[src/rtl/ecc_encoder_pipe.sv]
// ecc_encoder_pipe: streaming extended-Hamming encoder, two registered stages
// with full valid/ready backpressure. Mode 0 emits an 8-bit (H1) codeword from
// Data_In[3:0]; modes 1..3 emit a 16-bit (H2) codeword from Data_In[10:0].
// Optional feature macro: ECC_ERR_INJECT_EN adds inject_en / inject_mask ports
// that XOR a per-word mask onto the encoded output.
module ecc_encoder_pipe #(
    parameter int DATA_WIDTH = 32
) (
    input  logic                  clk,
    input  logic                  rst_n,
    input  logic                  in_valid,
    output logic                  in_ready,
    input  logic [DATA_WIDTH-1:0] Data_In,
    input  logic [1:0]            Codeword_Width,
`ifdef ECC_ERR_INJECT_EN
    input  logic                  inject_en,
    input  logic [DATA_WIDTH-1:0] inject_mask,
`endif
    output logic                  out_valid,
    input  logic                  out_ready,
    output logic [DATA_WIDTH-1:0] CodeWord,
    output logic [1:0]            out_width,
    output logic [15:0]           word_count
);

    // 8-bit extended Hamming codeword: data in [7:4], parity in [2:0], overall parity in [3]
    function automatic logic [DATA_WIDTH-1:0] encode_h1(input logic [3:0] d);
        logic [7:0] cw;
        cw      = 8'd0;
        cw[7:4] = d;
        cw[2]   = cw[7] ^ cw[6] ^ cw[5];
        cw[1]   = cw[7] ^ cw[6] ^ cw[4];
        cw[0]   = cw[7] ^ cw[5] ^ cw[4];
        cw[3]   = ^{cw[7:4], cw[2:0]};
        encode_h1 = {{(DATA_WIDTH-8){1'b0}}, cw};
    endfunction

    // 16-bit extended Hamming codeword: data in [15:5], parity in [3:0], overall parity in [4]
    function automatic logic [DATA_WIDTH-1:0] encode_h2(input logic [10:0] d);
        logic [15:0] cw;
        cw       = 16'd0;
        cw[15:5] = d;
        cw[3]    = ^cw[15:9];
        cw[2]    = (^cw[15:12]) ^ (^cw[8:6]);
        cw[1]    = cw[15] ^ cw[14] ^ cw[11] ^ cw[10] ^ cw[8] ^ cw[7] ^ cw[5];
        cw[0]    = cw[15] ^ cw[13] ^ cw[11] ^ cw[9] ^ cw[8] ^ cw[6] ^ cw[5];
        cw[4]    = ^{cw[15:5], cw[3:0]};
        encode_h2 = {{(DATA_WIDTH-16){1'b0}}, cw};
    endfunction

    // Stage 1 state (raw word) and stage 2 state (encoded word)
    logic                  s1_valid_q, s1_valid_d;
    logic [10:0]           s1_data_q,  s1_data_d;
    logic [1:0]            s1_width_q, s1_width_d;
    logic                  s2_valid_q, s2_valid_d;
    logic [DATA_WIDTH-1:0] s2_cw_q,    s2_cw_d;
    logic [1:0]            s2_width_q, s2_width_d;
    logic [15:0]           count_q,    count_d;
`ifdef ECC_ERR_INJECT_EN
    logic                  s1_inj_en_q,   s1_inj_en_d;
    logic [DATA_WIDTH-1:0] s1_inj_mask_q, s1_inj_mask_d;
`endif

    logic                  in_hs_s;
    logic                  out_hs_s;
    logic                  s2_load_s;
    logic                  in_ready_s;
    logic [DATA_WIDTH-1:0] enc_s;
    logic                  unused_data_s;

    // Only the low 11 data bits ever reach a codeword
    assign unused_data_s = ^Data_In[DATA_WIDTH-1:11];

    // Handshake and stage-advance terms; in_ready depends on out_ready but never on in_valid
    always_comb begin
        s2_load_s  = !s2_valid_q || out_ready;
        in_ready_s = !s1_valid_q || s2_load_s;
        in_hs_s    = in_valid && in_ready_s;
        out_hs_s   = s2_valid_q && out_ready;
    end

    // Encoder for the word currently held in stage 1, with optional error mask
    always_comb begin
        enc_s = {DATA_WIDTH{1'b0}};
        case (s1_width_q)
            2'd0:    enc_s = encode_h1(s1_data_q[3:0]);
            default: enc_s = encode_h2(s1_data_q);
        endcase
`ifdef ECC_ERR_INJECT_EN
        if (s1_inj_en_q) begin
            enc_s = enc_s ^ s1_inj_mask_q;
        end else begin
            enc_s = enc_s;
        end
`endif
    end

    // Next-state logic for both pipeline stages and the handoff counter
    always_comb begin
        s1_valid_d = s1_valid_q;
        s1_data_d  = s1_data_q;
        s1_width_d = s1_width_q;
        s2_valid_d = s2_valid_q;
        s2_cw_d    = s2_cw_q;
        s2_width_d = s2_width_q;
        count_d    = count_q;
`ifdef ECC_ERR_INJECT_EN
        s1_inj_en_d   = s1_inj_en_q;
        s1_inj_mask_d = s1_inj_mask_q;
`endif

        if (in_hs_s) begin
            s1_valid_d = 1'b1;
            s1_data_d  = Data_In[10:0];
            s1_width_d = Codeword_Width;
`ifdef ECC_ERR_INJECT_EN
            s1_inj_en_d   = inject_en;
            s1_inj_mask_d = inject_mask;
`endif
        end else if (s2_load_s) begin
            s1_valid_d = 1'b0;
        end else begin
            s1_valid_d = s1_valid_q;
        end

        if (s2_load_s) begin
            s2_valid_d = s1_valid_q;
            if (s1_valid_q) begin
                s2_cw_d    = enc_s;
                s2_width_d = s1_width_q;
            end else begin
                s2_cw_d    = s2_cw_q;
                s2_width_d = s2_width_q;
            end
        end else begin
            s2_valid_d = s2_valid_q;
        end

        if (out_hs_s) begin
            count_d = count_q + 16'd1;
        end else begin
            count_d = count_q;
        end
    end

    // Pipeline and counter registers, cleared asynchronously
    always_ff @(posedge clk or negedge rst_n) begin
        if (!rst_n) begin
            s1_valid_q <= 1'b0;
            s1_data_q  <= 11'd0;
            s1_width_q <= 2'd0;
            s2_valid_q <= 1'b0;
            s2_cw_q    <= {DATA_WIDTH{1'b0}};
            s2_width_q <= 2'd0;
            count_q    <= 16'd0;
`ifdef ECC_ERR_INJECT_EN
            s1_inj_en_q   <= 1'b0;
            s1_inj_mask_q <= {DATA_WIDTH{1'b0}};
`endif
        end else begin
            s1_valid_q <= s1_valid_d;
            s1_data_q  <= s1_data_d;
            s1_width_q <= s1_width_d;
            s2_valid_q <= s2_valid_d;
            s2_cw_q    <= s2_cw_d;
            s2_width_q <= s2_width_d;
            count_q    <= count_d;
`ifdef ECC_ERR_INJECT_EN
            s1_inj_en_q   <= s1_inj_en_d;
            s1_inj_mask_q <= s1_inj_mask_d;
`endif
        end
    end

    assign in_ready   = in_ready_s;
    assign out_valid  = s2_valid_q;
    assign CodeWord   = s2_cw_q;
    assign out_width  = s2_width_q;
    assign word_count = count_q;

endmodule

[config.mk]
export PLATFORM = sky130hd
export DESIGN_NAME = ecc_encoder_pipe
export DESIGN_NICKNAME = d
export VERILOG_FILES = /design/src/rtl/ecc_encoder_pipe.sv
export SDC_FILE = /design/constraint.sdc
export NUM_CORES = 1
export LEC_CHECK = 0
export CAP_MARGIN = 20
export CORE_AREA = 2 2 62 107
export CTS_CLUSTER_SIZE = 10
export DETAILED_ROUTE_END_ITERATION = 16
export DIE_AREA = 0 0 64 109
export GPL_TIMING_DRIVEN = 0
export PLACE_DENSITY_LB_ADDON = 0.25
export SYNTH_ARGS = -nofsm -noshare
export SYNTH_HDL_FRONTEND = slang
export SYNTH_SLANG_ARGS = --single-unit
[constraint.sdc]
create_clock -name clk -period 1.8 [get_ports clk]
set_input_delay 0.27 -clock clk [delete_from_list [all_inputs] [get_ports clk]]
set_output_delay 0.27 -clock clk [all_outputs]
set_load 0.05 [all_outputs]
==> out/results.txt, run 1 <==
status: finished clean
fmax: 569 MHz
crit-path max cell delay: 0.44 ns
FF-to-FF Start: s1_data_q[4]$_DFFE_PN0P_
RSZ-0062 raised after global routing: true
Worst Reg-to-Reg Cells: 5
Clock transition at path regs: 0.09 ns
grt ovf: 0
CTS tree: yes
# diodes: 0
WL/cell: 12.4 um
via count: 1684
CP max stage cell: dfrtp_1
antenna-violating nets left: 0
FF-to-FF setup slack: 0.04 ns
maximum clock path buffer count: 2
IO Pins: 90
final hold vios: 0
Vias/cell: 4.50
clk_skew: 0.00799 ns
Final nets: 332
DP Wirelength: 3560 um
CTS Root Cell: clkbuf_8
Area Growth Syn to Fin: 39.8%
cell area after synthesis: 2310 um2
First-pass DRT Iterations: 4
height of the die: 109 um
Fillers: 571
post-synth top area share: 53.1%
# setup viols final: 0
wirelength, routed: 4650 um
Die Wd: 64 um
full die area: 6980 um2
Buf/Inv on CP: 0
fraction of layout instances using a drive strength above 1: 20.7%
pin count of the biggest net entering global routing: 38
Placer Congestion: 0.732
Iteration-0 DRC Markers: 49
starting density of the core: 37.7%
Synth Register Bits: 49
Worst EP arrival: 1.98 ns
Synth async-reset ratio: 100%
worst-path fanout max: 3
Mapped Cells: 210
GRT Overall Usage: 14.1%
Clock Latency Late Sink: 0.30 ns
leakage power: 1.62 nW
startpoint types: flip-flop
PD cells: 1360 nW/um2
initial antenna violation count: 0
reg2reg end: CodeWord[4]$_DFFE_PN0P_
core area: 6130 um2
dominant cells by area after synthesis: dfrtp_1, xnor2_1, mux2_2
VDD IR-drop max: 795 uV
Final Cell Area: 3230 um2
fin crit share: 97.6%
max-slew violations: 0
sequential area share after synthesis: 53.1%
top-count cell post-synth: dfrtp_1
cell taking the most area after synthesis: dfrtp_1
list of most frequent post-synthesis cells: dfrtp_1, nand2_1, xnor2_1
WS Path Type: flip-flop to flip-flop
crit path capture type: flip-flop
family with the most delay on the worst path: XOR/XNOR gates
library cells used by synthesis: 28
Post-synth EDFFs: 0
Max H-tree Level: 2
max_slew headroom: 63.9%
number of buffers created by CTS: 5
clock sinks: 49
Synth Area per Inst: 11.0 um2
setup TNS: 0 ns
final routed DRC violation total: 0
global-route wire length before repair: 7430 um
row count: 38
Syn. warnings: 0
Critical Path RT: 2.02 ns
ys flop type: dfrtp_1
worst slack at placement: -0.311 ns
Placement Cell Area: 3020 um2
Period minus WS final: 1.76 ns
crit-path cells: xnor2_2 -> xnor3_1 -> xor2_1 -> or3_1 -> a31oi_1
worst-margin pin slew: 0.540 ns
Hold Path Class: input port to asynchronous set/reset pin
PortBufs: 52
vias in the first global route: 1565
Max Cap Viol: 0
Final WS setup: 0.0435 ns
routing by layer:
| metal | share of wire, % | track usage (%) | up-vias |
|---|---|---|---|
| met5 | 0 | 0 | - |
| met4 | 2.1 | 6.99 | 0 |
| met3 | 4.3 | 2.48 | 5 |
| met2 | 58 | 26.5 | 46 |
| met1 | 35 | 14.8 | 808 |
| li1 | - | - | 825 |
sequential cells by signal, indices dropped and copies added (netlist names):
name,count
s1_data_q,11
s1_width_q,2
out_valid,1
CodeWord,16
word_count,16
out_width,2
s1_valid_q,1
placed cells by master (no fill, tap or decap), drive strengths merged, types with 2 or more instances in the layout:
cell,instances
and3,4
buf,26
clkbuf,11
clkdlybuf4s50,29
conb,16
dfrtp,49
dlygate4sd2,11
dlymetal6s2s,10
mux2,16
mux2i,3
nand2,32
nand2b,3
nand3,7
nand4,2
nor2,10
o21ai,16
xnor2,29
xor2,5
area by class of cell:
| class | count | area [um2] | area share (%) |
|---|---|---|---|
| Buffer | 22 | 150 | 4.65 |
| Sequential cell | 49 | 1230 | 38.2 |
| Timing Repair Buffer | 61 | 611 | 18.9 |
| Tap cell | 80 | 100 | 3.10 |
| Inverter | 1 | 3.75 | 0.116 |
| Clock buffer | 6 | 82.6 | 2.56 |
| Multi-Input combinational cell | 153 | 1010 | 31.3 |
| Clock inverter | 2 | 37.5 | 1.16 |
timing repair:
action,in CTS,in global routing
hold endpoints to repair,12,0
hold buffers,1,0
resized for setup,18,10
pin swaps,1,4
setup endpoints to repair,13,11
buffers inserted,2,5
cell families after synthesis:
family / after synthesis / synth area share [%]
simple gates: 64 / 12.6
flops: 49 / 53.1
xor+xnor: 35 / 14.2
buf+inv: 23 / 6.34
mux: 19 / 9.10
compound gates: 18 / 3.95
fa+ha+maj: 1 / 0.542
other cells: 1 / 0.162
through the flow:
step	total power [W]	hold WS, ns	util, %	cells
2_1_floorplan	0.00297	-0.0256	-	225
4_1_cts	0.00439	0.391	51.6	369
3_3_place_gp	0.00356	0.459	48.9	357
6_report	0.00438	0.377	52.6	374
5_1_grt	0.00463	0.398	52.6	374
3_5_place_dp	0.00359	0.179	49.2	358
power by group:
| part | switching [W] | internal (W) | leakage (nW) |
|---|---|---|---|
| sequential | 0.000219 | 0.00135 | 0.603 |
| clock | 0.000356 | 0.000452 | 0.0574 |
| combinational | 0.00122 | 0.000782 | 0.958 |
worst max-delay path by stage:
stage	start	endpoint	cells past startpoint
floorplan	out_valid$_DFFE_PN0P_	s1_data_q[0]$_DFFE_PN0P_	4
global placement	rst_n	out_valid$_DFFE_PN0P_	1
detailed placement	out_ready	in_ready	3
CTS	word_count[0]$_DFFE_PN0P_	word_count[0]	1
global route	s1_data_q[4]$_DFFE_PN0P_	CodeWord[4]$_DFFE_PN0P_	5
finish	s1_data_q[4]$_DFFE_PN0P_	CodeWord[4]$_DFFE_PN0P_	5
Note: power is estimated with default switching activity, not from simulation.
==> run 2, diff against run 1 <==
==> constraint.sdc (replaced) <==
create_clock -name clk -period 1.8 [get_ports clk]
set_input_delay 0.36 -clock clk [delete_from_list [all_inputs] [get_ports clk]]
set_output_delay 0.36 -clock clk [all_outputs]
set_load 0.05 [all_outputs]
==> out/results.txt, run 2 (synthesis gave the netlist of run 1 again) <==
status: finished clean
Worst EP arrival: 1.40 ns
Placer Congestion: 0.732
Iteration-0 DRC Markers: 54
IO Pins: 90
clock network fraction of design power: 19.1%
leakage power: 1.53 nW
switching portion of total power: 42.0%
row count: 38
Vias/cell: 4.51
pin count of the biggest net entering global routing: 38
PD cells: 1350 nW/um2
combinational group share of total power: 44.1%
Die Wd: 64 um
fin crit share: 97.7%
via count: 1673
core area: 6130 um2
# setup viols final: 0
global-route wire length before repair: 7450 um
worst-margin pin slew: 0.523 ns
Clock transition at path regs: 0.09 ns
startpoint types: input port
wirelength, routed: 4550 um
CTS Root Cell: clkbuf_8
Fillers: 598
max-slew violations: 0
routed length on met1: 1620 um
GRT Overall Usage: 14.1%
Min Hold Slack: 0.467 ns
WL/cell: 12.3 um
setup TNS: 0 ns
maximum clock path buffer count: 2
starting density of the core: 37.7%
grt ovf: 0
Area Growth Syn to Fin: 36.2%
antenna-violating nets left: 0
First-pass DRT Iterations: 4
final routed DRC violation total: 0
Clock Latency Late Sink: 0.30 ns
VDD IR-drop max: 784 uV
wire length on met3: 198 um
clock sinks: 49
number of buffers created by CTS: 5
Flop pwr share: 36.8%
PortBufs: 52
Cell Int Power: 0.00246 W
final hold vios: 0
Critical Path RT: 1.44 ns
switching power: 0.00178 W
fmax: 569 MHz
most frequent cells in the layout: dfrtp_1, dlygate4sd2_1, nand2_1
fraction of layout instances using a drive strength above 1: 20.3%
Final nets: 329
commonest non-fill, non-tap cell in the layout: dfrtp_1
routed length on met2: 2640 um
height of the die: 109 um
max_slew headroom: 65.3%
CTS tree: yes
initial antenna violation count: 0
DR top layer: met4
RSZ-0062 raised after global routing: true
# diodes: 0
worst-path fanout max: 6
Period minus WS final: 1.76 ns
Core Util, Final: 51.3%
DP Wirelength: 3560 um
full die area: 6980 um2
clk_skew: 0.00808 ns
WS Path Type: input port to output pin
crit path capture type: output pin
Max H-tree Level: 2
Max Cap Viol: 0
Hold Path Class: input port to asynchronous set/reset pin
vias in the first global route: 1564
## run 2: changes by cell type in the layout (fill, tap and decap cells not counted), sizes merged
cell / previous run / this run
buf: 26 / 24
clkdlybuf4s15: 1 / 0
clkdlybuf4s50: 29 / 15
dlygate4sd2: 11 / 35
dlymetal6s2s: 10 / 0
## run 2: worst paths after layout
check / cells past startpoint / start / slack [ns] / endpoint
min in group clk: 1 / word_count[15]$_DFFE_PN0P_ / 0.48 / word_count[15]$_DFFE_PN0P_
setup reg to reg: 5 / s1_data_q[1]$_DFFE_PN0P_ / 0.04 / CodeWord[4]$_DFFE_PN0P_
setup / recovery: 3 / out_ready / 0.04 / in_ready
max in group asynchronous: 3 / rst_n / 0.82 / s1_data_q[2]$_DFFE_PN0P_
hold reg to reg: 1 / word_count[15]$_DFFE_PN0P_ / 0.48 / word_count[15]$_DFFE_PN0P_
hold / removal: 2 / rst_n / 0.47 / word_count[4]$_DFFE_PN0P_
## run 2: worst max-delay path, stage by stage
cell and delay, ns:
clkdlybuf4s50_1 0.56, nand3b_1 0.19, buf_2 0.29
## run 2: power groups by stage
stage,clock (W),sequential (W),combinational (W)
3_5_place_dp,0,0.00160,0.00199
5_1_grt,0.000896,0.00160,0.00199
4_1_cts,0.000831,0.00157,0.00188
2_1_floorplan,0,0.00224,0.000730
3_3_place_gp,0,0.00159,0.00196
6_report,0.000807,0.00156,0.00187
## run 2: cell type report
class                   instances  area (um2)  area share (%)
plain buffers                  22         150            4.77
clock buffers                   6        82.6            2.62
clock inverters                 2        37.5            1.19
inverters                       1        3.75           0.119
multi-input cells             153        1010            32.2
flip-flops and latches         49        1230            39.2
well taps                      80         100            3.18
repair buffers                 58         527            16.7
## run 2: stage by stage
stage / setup slack (ns) / power, W / cells / instance area (um2)
6_report: 0.0420 / 0.00424 / 371 / 3150
5_1_grt: -0.0111 / 0.00449 / 371 / 3150
4_1_cts: 0.0103 / 0.00428 / 369 / 3130
3_5_place_dp: -0.491 / 0.00359 / 358 / 3020
3_3_place_gp: -1.19 / 0.00356 / 357 / 3000
2_1_floorplan: -0.112 / 0.00297 / 225 / 2380
## run 2: timing repair
item | CTS | global route
hold buffers | 1 | 0
gates resized for setup | 44 | 1
setup endpoints to repair | 37 | 2
hold endpoints to repair | 12 | 0
pin swaps | 1 | 1
setup buffers | 2 | 2
## run 2: metal layers
metal / global-route usage [%] / vias up
met2: 26.5 / 46
li1: - / 819
met1: 14.8 / 803
met5: 0 / -
met4: 6.99 / 0
met3: 2.48 / 5
==> run 3, diff against run 2 <==
Settings changed: CORE_AREA 2 2 62 107 to 2 2 72 126, DIE_AREA 0 0 64 109 to 0 0 74 128, SETUP_SLACK_MARGIN set to 0.15.
==> out/results.txt, run 3 (synthesis gave the netlist of run 1 again) <==
CTS Root Cell: clkbuf_16
GRT Overall Usage: 11.3%
core area: 8500 um2
Flop pwr share: 35.8%
max_slew headroom: 65.2%
worst-margin pin slew: 0.525 ns
full die area: 9470 um2
status: finished clean
Area Growth Syn to Fin: 39.2%
Final Cell Area: 3220 um2
wirelength, routed: 4870 um
row count: 45
worst-path fanout max: 2
clock network fraction of design power: 20.8%
First-pass DRT Iterations: 4
starting density of the core: 27.2%
grt ovf: 0
Critical Path RT: 2.00 ns
Final WS setup: 0.0908 ns
pin count of the biggest net entering global routing: 33
Final nets: 328
fin crit share: 95.0%
clock sinks: 49
final routed DRC violation total: 0
DP Wirelength: 3780 um
crit-path cells: xnor2_2 -> xnor3_1 -> xor2_1 -> or3_1 -> a31oi_1
non-filler cells, final: 407
IO Pins: 90
FF-to-FF Start: s1_data_q[1]$_DFFE_PN0P_
global-route wire length before repair: 8020 um
Vias/cell: 3.99
final hold vios: 0
Placer Congestion: 0.757
# diodes: 0
Critical path origin: s1_data_q[1]$_DFFE_PN0P_
commonest non-fill, non-tap cell in the layout: dfrtp_1
crit path capture type: flip-flop
clk_skew: 0.00657 ns
Clock transition at path regs: 0.07 ns
dpl cells: 395
startpoint types: flip-flop
worst slack at placement: -0.505 ns
Worst EP arrival: 1.91 ns
fmax: 585 MHz
Placement Cell Area: 3070 um2
fraction of layout instances using a drive strength above 1: 22.1%
Cell Int Power: 0.00253 W
Clock Latency Late Sink: 0.29 ns
most frequent cells in the layout: dfrtp_1, nand2_1, dlygate4sd2_1
CP max stage cell: xnor3_1
switching power: 0.00183 W
Fillers: 884
FF+latch area: 1230 um2
Period minus WS final: 1.71 ns
antenna-violating nets left: 0
Die Wd: 74 um
max-slew violations: 0
CTS Hold Bufs: 0
combinational group share of total power: 43.3%
PortBufs: 52
initial antenna violation count: 0
WL/cell: 12.0 um
crit-path max cell delay: 0.44 ns
RSZ-0062 raised after global routing: true
WS Path Type: flip-flop to flip-flop
VDD IR-drop max: 635 uV
Iteration-0 DRC Markers: 35
switching portion of total power: 42.0%
via count: 1624
PD cells: 1360 nW/um2
Max Cap Viol: 0
vias in the first global route: 1604
height of the die: 128 um
Hold Path Class: input port to asynchronous set/reset pin
maximum clock path buffer count: 2
number of buffers created by CTS: 5
# setup viols final: 0
area occupied by multi-input gates: 1020 um2
Max H-tree Level: 2
leakage power: 1.54 nW
CTS tree: yes
Final Power: 0.00437 W
run 3: worst paths after layout:
check                                              to  slack [ns]  cells past startpoint
hold / removal                CodeWord[5]$_DFFE_PN0P_       0.009                      1
setup / recovery              CodeWord[4]$_DFFE_PN0P_        0.09                      5
min in group clk            word_count[3]$_DFFE_PN0P_        0.45                      3
max in group asynchronous       out_valid$_DFFE_PN0P_        1.26                      2
hold reg to reg            word_count[15]$_DFFE_PN0P_        0.47                      1
setup reg to reg              CodeWord[4]$_DFFE_PN0P_        0.09                      5
run 3: power by group through the flow:
stage,Clock (W),Combinational (W),Sequential [W]
6_report,0.000909,0.00189,0.00156
2_1_floorplan,0,0.000734,0.00224
5_1_grt,0.000999,0.00204,0.00161
4_1_cts,0.000951,0.00192,0.00157
3_3_place_gp,0,0.00199,0.00160
3_5_place_dp,0,0.00201,0.00160
run 3: cell type report:
class,instances,area share (%)
Buffer,22,4.82
Clock buffer,7,4.12
Clock inverter,1,0.233
Inverter,1,0.117
Multi-Input combinational cell,153,31.7
Sequential cell,49,38.4
Tap cell,117,4.55
Timing Repair Buffer,57,16.1
run 3: routing by layer:
metal | vias to the layer above | track usage, % | wire length [um] | share of wire, %
met4 | 0 | 5.45 | 142 | 2.9
met3 | 8 | 2.91 | 248 | 5.1
li1 | 814 | - | - | -
met1 | 747 | 12.2 | 1800 | 37
met2 | 55 | 19.9 | 2680 | 55
met5 | - | 0 | 0 | 0
run 3: what timing repair did:
item | 4_1_cts | 5_1_grt
resized for setup | 51 | 8
pin swaps | 3 | 2
buffers inserted | 4 | 0
endpoints found under the hold margin | 0 | 0
setup endpoints to repair | 42 | 34
run 3: metrics by stage:
step	setup TNS, ns	util [%]	hold slack [ns]
detailed placement	-4.32	36.1	0.331
global route	0	37.8	0.0409
global placement	-61.74	36.0	0.463
finish	0	37.8	0.00932
floorplan	-1.12	-	0.0644
CTS	0	37.9	0.0175
run 3: worst max-delay path: cells and delay by family, from the launching register on:
family	cells	cell delay, ns
compound gates	1	0.14
xor+xnor	3	0.77
flops	1	0.42
simple gates	1	0.31
